`src/rtl/arm_multicycle_controller.sv`:
```
// arm_multicycle_controller: multicycle ARM main FSM, ALU decoder, condition check and NZCV flags
module arm_multicycle_controller #(
  parameter int ALUC_W  = 3,
  parameter bit BL_EN   = 1'b1,
  parameter bit SKIP_EN = 1'b1
) (
  input  logic              clk,
  input  logic              reset,
  input  logic [19:0]       Instr,
  input  logic [3:0]        ALUFlags,
  output logic              PCWrite,
  output logic              AdrSrc,
  output logic              MemWrite,
  output logic              IRWrite,
  output logic              RegWrite,
  output logic              BrL,
  output logic [1:0]        ResultSrc,
  output logic              ALUSrcA,
  output logic [1:0]        ALUSrcB,
  output logic [1:0]        ImmSrc,
  output logic [1:0]        RegSrc,
  output logic [ALUC_W-1:0] ALUControl
);
  typedef enum logic [3:0] {FETCH, DECODE, MEMADR, MEMRD, MEMWB, MEMWR, EXECR, EXECI, ALUWB, BRANCH} state_t;
  state_t state, state_n;
  logic [3:0] flags, cond, cmd;
  logic [1:0] op;
  logic [2:0] dec_c, alu_c;
  logic cond_ex, cond_ex_r, valid, cmp_tst, arith, rd15, pc_w, mem_w, ir_w, reg_w, n, z, c, v;
  assign cond = Instr[19:16];
  assign op = Instr[15:14];
  assign cmd = Instr[12:9];
  assign rd15 = Instr[3:0] == 4'hf;
  assign {n, z, c, v} = flags;
  assign ImmSrc = op;
  assign RegSrc = {op == 2'b01, op == 2'b10};
  assign cmp_tst = cmd == 4'b1010 || cmd == 4'b1000;
  assign arith = cmd == 4'b0100 || cmd == 4'b0010 || cmd == 4'b1010;
  assign valid = arith || cmd == 4'b0000 || cmd == 4'b1000 || cmd == 4'b1100 || cmd == 4'b0001;
  assign dec_c = (cmd == 4'b0010 || cmd == 4'b1010) ? 3'b001 :
                 (cmd == 4'b0000 || cmd == 4'b1000) ? 3'b010 :
                 cmd == 4'b1100 ? 3'b011 : cmd == 4'b0001 ? 3'b100 : 3'b000;
  assign ALUControl = ALUC_W'(alu_c);
  assign PCWrite = pc_w && !reset;
  assign MemWrite = mem_w && !reset;
  assign IRWrite = ir_w && !reset;
  assign RegWrite = reg_w && !reset;
  always_comb begin
    case (cond)
      4'h0: cond_ex = z;
      4'h1: cond_ex = !z;
      4'h2: cond_ex = c;
      4'h3: cond_ex = !c;
      4'h4: cond_ex = n;
      4'h5: cond_ex = !n;
      4'h6: cond_ex = v;
      4'h7: cond_ex = !v;
      4'h8: cond_ex = c && !z;
      4'h9: cond_ex = !c || z;
      4'ha: cond_ex = n == v;
      4'hb: cond_ex = n != v;
      4'hc: cond_ex = !z && n == v;
      4'hd: cond_ex = z || n != v;
      4'he: cond_ex = 1'b1;
      default: cond_ex = 1'b0;
    endcase
  end
  always_ff @(posedge clk) begin
    if (reset) begin
      state <= FETCH;
      flags <= 4'b0000;
      cond_ex_r <= 1'b0;
    end else begin
      state <= state_n;
      if (state == DECODE) cond_ex_r <= cond_ex;
      if ((state == EXECR || state == EXECI) && cond_ex_r && valid && (Instr[8] || cmp_tst)) begin
        flags[3:2] <= ALUFlags[3:2];
        if (arith) flags[1:0] <= ALUFlags[1:0];
      end
    end
  end
  always_comb begin
    state_n = FETCH;
    pc_w = 1'b0;
    AdrSrc = 1'b0;
    mem_w = 1'b0;
    ir_w = 1'b0;
    reg_w = 1'b0;
    BrL = 1'b0;
    ResultSrc = 2'b00;
    ALUSrcA = 1'b0;
    ALUSrcB = 2'b00;
    alu_c = 3'b000;
    case (state)
      FETCH: begin
        ir_w = 1'b1;
        pc_w = 1'b1;
        ALUSrcA = 1'b1;
        ALUSrcB = 2'b10;
        ResultSrc = 2'b10;
        state_n = DECODE;
      end
      DECODE: begin
        ALUSrcA = 1'b1;
        ALUSrcB = 2'b10;
        ResultSrc = 2'b10;
        state_n = (!cond_ex && SKIP_EN) ? FETCH : op == 2'b01 ? MEMADR :
                  op == 2'b00 ? (Instr[13] ? EXECI : EXECR) : op == 2'b10 ? BRANCH : FETCH;
      end
      MEMADR: begin
        ALUSrcB = 2'b01;
        alu_c = Instr[11] ? 3'b000 : 3'b001;
        state_n = Instr[8] ? MEMRD : MEMWR;
      end
      MEMRD: begin
        AdrSrc = 1'b1;
        state_n = MEMWB;
      end
      MEMWB: begin
        ResultSrc = 2'b01;
        reg_w = cond_ex_r;
        pc_w = cond_ex_r && rd15;
      end
      MEMWR: begin
        AdrSrc = 1'b1;
        mem_w = cond_ex_r;
      end
      EXECR, EXECI: begin
        ALUSrcB = state == EXECI ? 2'b01 : 2'b00;
        alu_c = dec_c;
        state_n = (valid && !cmp_tst) ? ALUWB : FETCH;
      end
      ALUWB: begin
        reg_w = cond_ex_r;
        pc_w = cond_ex_r && rd15;
      end
      BRANCH: begin
        ALUSrcB = 2'b01;
        ResultSrc = 2'b10;
        pc_w = cond_ex_r;
        BrL = BL_EN && Instr[12];
        reg_w = cond_ex_r && BL_EN && Instr[12];
      end
      default: ;
    endcase
  end
endmodule

```
`config.mk`:
```
export PLATFORM = sky130hd
export DESIGN_NAME = arm_multicycle_controller
export DESIGN_NICKNAME = d
export VERILOG_FILES = /design/src/rtl/arm_multicycle_controller.sv
export SDC_FILE = /design/constraint.sdc
export NUM_CORES = 1
export LEC_CHECK = 0
export ABC_AREA = 1
export BUFFER_PORTS_ARGS = -buffer_cell sky130_fd_sc_hd__buf_2
export CAP_MARGIN = 20
export CORE_MARGIN = 2
export CORE_UTILIZATION = 40
export CTS_BUF_LIST = sky130_fd_sc_hd__clkbuf_8
export DETAILED_ROUTE_END_ITERATION = 8
export GPL_TIMING_DRIVEN = 0
export HOLD_SLACK_MARGIN = 0.1
export PLACE_DENSITY = 0.8
export SYNTH_ARGS = -nofsm -noshare
export SYNTH_HDL_FRONTEND = slang
export SYNTH_SLANG_ARGS = --single-unit
```
`constraint.sdc`:
```
create_clock -name clk -period 1.46 [get_ports clk]
set_input_delay 0.292 -clock clk [delete_from_list [all_inputs] [get_ports clk]]
set_output_delay 0.292 -clock clk [all_outputs]
set_load 0.02 [all_outputs]
```
=== Word level (Yosys, flattened, before mapping) ===
Cells that the tools add are included.
W data, S select, Z words.

* Logic and storage cells: 105
* Input port bits: 26
* Bits in registers: 9

* Multiplexer cells: 25
* Reduce and logical (&&, ||, !) cells: 42
* Eq/ne operators: 34

{| class="wikitable"
|+ Operators with widths
! operator !! number
|-
| $eq A4 B4 Y1 const B || 13
|-
| $eq A4 B3 Y1 const B || 9
|-
| $eq A4 B2 Y1 const B || 5
|-
| $mux W4 || 5
|-
| $pmux W4 S5 || 1
|-
| $mux W3 || 5
|-
| $pmux W1 S15 || 1
|-
| $logic_or A1 B1 Y1 || 13
|-
| $eq A4 B1 Y1 const B || 3
|-
| $logic_and A1 B1 Y1 || 12
|-
| $logic_not A4 Y1 || 3
|-
| $reduce_or A2 Y1 || 5
|-
| $mux W1 || 8
|-
| $logic_not A1 Y1 || 6
|-
| $pmux W2 S3 || 1
|-
| $pmux W3 S2 || 1
|-
| $pmux W2 S2 || 1
|-
| $pmux W1 S3 || 1
|-
| $reduce_or A3 Y1 || 1
|-
| $eq A2 B1 Y1 const B || 1
|-
| $eq A2 B2 Y1 const B || 1
|-
| $logic_not A2 Y1 || 1
|-
| $pmux W1 S2 || 1
|-
| $reduce_and A2 Y1 || 1
|-
| 2 further kinds || 2
|}

=== Depth between registers and ports, before layout ===
* Depth in word-level cells: 10
* Gate-level depth with buffers: 10
* Mapped depth without buffers: 10

=== Least setup slack after synthesis ===
OpenSTA, ideal clock, no wires.

* Path kind: register -> output
* Start: register state[1]
* End: output ALUSrcB[0]
* Setup slack: -0.208 ns
* Cell stages (with the launch flop): 3
* Arrival time: 1.376 ns
* Required time: 1.168 ns
* Cells stage by stage: dfxtp_1 inv_2 o311ai_0

* Cells in the longest elaborated chain, start to end: 3
* Elaborated cells between the ends (all ways): 11
* Those cells by class: eq/ne: 5; mux: 2; reduce/logical: 4

{| class="wikitable"
|+ Ends and longest elaborated chain
! element !! line !! RTL
|-
| start, declared || 25 || <nowiki>state_t state, state_n;</nowiki>
|-
| start signal, assigned || 74 || <nowiki>state <= state_n;</nowiki>
|-
| $eq A4 B3 Y1 (tied with other cells) || 94, 129 ||
|-
| $mux W1 (tied with other cells) || 129 || <nowiki>ALUSrcB = state == EXECI ? 2'b01 : 2'b00;</nowiki>
|-
| $pmux W2 S3 (*) || 94 || <nowiki>case (state)</nowiki>
|-
| end, declared || 19 || <nowiki>output logic [1:0] ALUSrcB,</nowiki>
|}

Mark *: on every way between the ends. The rest lies on a longest branch, timed or not.

=== Final worst setup path ===
* Start: register state[3]
* End: output PCWrite

* Cells in the longest elaborated chain, start to end: 4
* Elaborated cells between the ends (all ways): 7
* Those cells by class: eq/ne: 3; mux: 1; reduce/logical: 3

{| class="wikitable"
|+ Ends and longest elaborated chain
! element !! line !! RTL
|-
| $eq A4 B4 Y1 / $eq A4 B3 Y1 (equally long branches) || 94 ||
|-
| $reduce_or A2 Y1 (no source line) || n/a ||
|-
| $pmux W1 S3 (*) || 94 ||
|-
| $logic_and A1 B1 Y1 (*) || 44 || <nowiki>assign PCWrite = pc_w && !reset;</nowiki>
|-
| end, declared || 11 || <nowiki>output logic PCWrite,</nowiki>
|}

Marks and branches as above.

==> flow_summary.ini <==
[setup_path]
endpoint_kind = primary output
startpoint_type = register
arrival_ns = 1.40
cp.required_ns = 1.17
timing_worst_setup_path_type = reg2out
r2r-end = state[3]$_SDFF_PP0_
reg2reg_depth = 11
crit_fanout = 2
r2r_setup_slack_ns = -0.13
r2r_start = state[3]$_SDFF_PP0_

[pwr]
combPwrFrac_pct = 33.4
leakagePower_nw = 0.680
p_total_uw = 840
p_int_uw = 548
powerDensity_nw_per_um2 = 595
p_switching_uw = 292
power_frac_seq_pct = 32.4
swShare_pct = 34.8
clkPwrFrac_pct = 34.2
vdd_drop_max_v = 0.000620

[min_path]
hold_path.class = in2reg
hold_end = flags[3]$_SDFFE_PP0N_
hold_depth = 2
worstHoldStart = reset

[timing]
setup_viol = 13
tightest_slew_ns = 0.466
maxSlewViolCount = 0
final-hold-violation-count = 0
whs_ns = 0.253
max_slew_margin_pct = 68.9
period_needed_ns = 1.69
period_share_pct = 116
timing.fmax_ghz = 0.591
rsz0062_at_grt = true
worst_slack_ns = -0.231
finalSetupTns_ns = -1.12
skew_ns = 0.00170

[cts]
cts_sinks = 9
numCtsBuffers = 3
clkTransAtPathRegs_ns = 0.05
hold_buffers = 0
cts_tree = yes
htree_levels = 1
cts-root-buf = clkbuf_8
cts_buffer_depth = 2
clock_latency_ns = 0.23

[global_route]
use_met2_pct = 37.8
met3_usage_pct = 4.89
top_usage_layer = met2
grt_start_max_net_pins = 11
grt_usage_pct = 19.9
grt_pass1_vias = 1048
grt_pass1_wl_mm = 4.08
gr-total-overflow = 0
use_met1_pct = 21.6
antenna_found_initial = 0

[outcome]
status = complete, but fails checks
violations = setup timing

[logic_synthesis]
synth_flop_cell = dfxtp_1
synthTopCellsByArea = dfxtp_1 20%, nand2_1 15%, nor2_1 12%, nand3_1 8.3%, inv_1 7.1%
synth_top_cell_by_area = dfxtp_1
yosysTopAreaCellShare_pct = 20.0
synth.most_common_cell = nand2_1
syn-num-nets = 184
synth_common_cells = 36 x nand2_1, 28 x nor2_1, 17 x inv_1
netlist_area_sq_um = 902
synth_sequential_area_ratio_pct = 20.0
synth_warnings = 0
synth_cell_type_count = 28
synth_edf_count = 0
syn_avg_cell_area_sq_um = 5.71
synthCells = 158
synth_seq_cells = 9
async_flop_share_pct = 0

[floorplanning]
io_pins = 44
rows = 17
initial_core_util_pct = 41.6
die_width_um = 51.5
core_sq_um = 2170
die_h_um = 51.5
die_area_sq_um = 2650

[cells_and_area]
drive_gt1_share_pct = 49.3
num_antenna_cells = 0
area_growth_pct = 56.4
fin_nets = 236
fill_cells = 210

[route]
ant_nets = 0
drt_iter0_drc = 34
via_per_inst = 5.05
drt_pass1_iterations = 4
drc_errors = 0
drt-wirelength-per-cell_um = 11.5
totalWireLength_mm = 2.73
route.vias.total = 1198

[run]
drv_cap = 0

[place]
portBuffers = 38
dp_hpwl_mm = 1.82
gp_congestion = 0.770
pre_cts_slack_ns = -0.121
## state kept, by name, indices dropped and copies added (netlist names)
name,flops
flags,4
cond_ex_r,1
state,4
## kinds of logic (layout without fill, tap and decap cells)
| kind of cell | after synthesis | count (layout) | share of synthesized area, % |
|---|---|---|---|
| flops | 9 | 9 | 20.0 |
| buf+inv | 33 | 84 | 15.1 |
| compound gates | 24 | 24 | 17.5 |
| simple gates | 92 | 92 | 47.4 |
## per-layer routing
layer	routed length (um)	vias to the layer above	part of all wire (%)
met5	0	-	0
met4	43	0	1.6
met3	176	6	6.4
met2	1460	46	54
met1	1040	541	38
li1	-	605	-
## area by class of cell
type | instances | area (sq um) | share of cell area, %
Timing Repair Buffer | 47 | 298 | 21.1
Sequential cell | 9 | 193 | 13.7
Clock inverter | 1 | 3.75 | 0.266
Inverter | 28 | 115 | 8.16
Multi-Input combinational cell | 116 | 694 | 49.2
Tap cell | 28 | 35.0 | 2.48
Buffer | 5 | 31.3 | 2.22
Clock buffer | 3 | 41.3 | 2.93
## cell usage in the layout (no fill, tap or decap), types with 4 or more instances in the layout
cell | synthesis | routed
buf_6 | 0 | 4
buf_4 | 3 | 18
a21oi_1 | 10 | 9
inv_2 | 9 | 11
nand3_1 | 15 | 15
inv_1 | 17 | 13
nand2_1 | 36 | 31
nor2_1 | 28 | 18
nor2_4 | 4 | 12
buf_2 | 1 | 29
dfxtp_1 | 9 | 5
nand2_2 | 0 | 4
## power by group through the flow
| stage | sequential [mW] | combinational [mW] | clock [mW] |
|---|---|---|---|
| after floorplan | 0.266 | 0.149 | 0 |
| after global placement | 0.269 | 0.227 | 0 |
| after detailed placement | 0.269 | 0.229 | 0 |
| after CTS | 0.267 | 0.247 | 0.294 |
| after global routing | 0.273 | 0.307 | 0.310 |
| final | 0.272 | 0.281 | 0.287 |
## stage by stage
| stage | instance area (sq um) | cells | util, % |
|---|---|---|---|
| 6_report | 1410 | 237 | 65.1 |
| 2_1_floorplan | 908 | 158 | - |
| 5_1_grt | 1410 | 237 | 65.1 |
| 3_5_place_dp | 1130 | 224 | 52.2 |
| 3_3_place_gp | 1130 | 224 | 52.2 |
| 4_1_cts | 1290 | 235 | 59.5 |
## how the worst max path moves through the flow
stage	startpoint	to	cells after the start
finish	state[3]$_SDFF_PP0_	PCWrite	7
global placement	state[3]$_SDFF_PP0_	PCWrite	8
detailed placement	state[3]$_SDFF_PP0_	PCWrite	8
floorplan	state[0]$_SDFF_PP0_	RegWrite	6
CTS	state[3]$_SDFF_PP0_	PCWrite	8
global route	state[3]$_SDFF_PP0_	PCWrite	8
## what timing repair did
item,4_1_cts,5_1_grt
pin swaps,3,4
gates resized for setup,26,35
setup buffers,7,2
setup endpoints to repair,11,19
## worst max-delay path: stages, from the launching register on
cell     delay [ns]
dfxtp_2        0.36
inv_2          0.06
nor2_2         0.15
o21ai_2        0.10
nor3_2         0.13
a21oi_1        0.07
a21oi_1        0.13
buf_4          0.16
No activity file was read; power rests on OpenSTA's default activity.
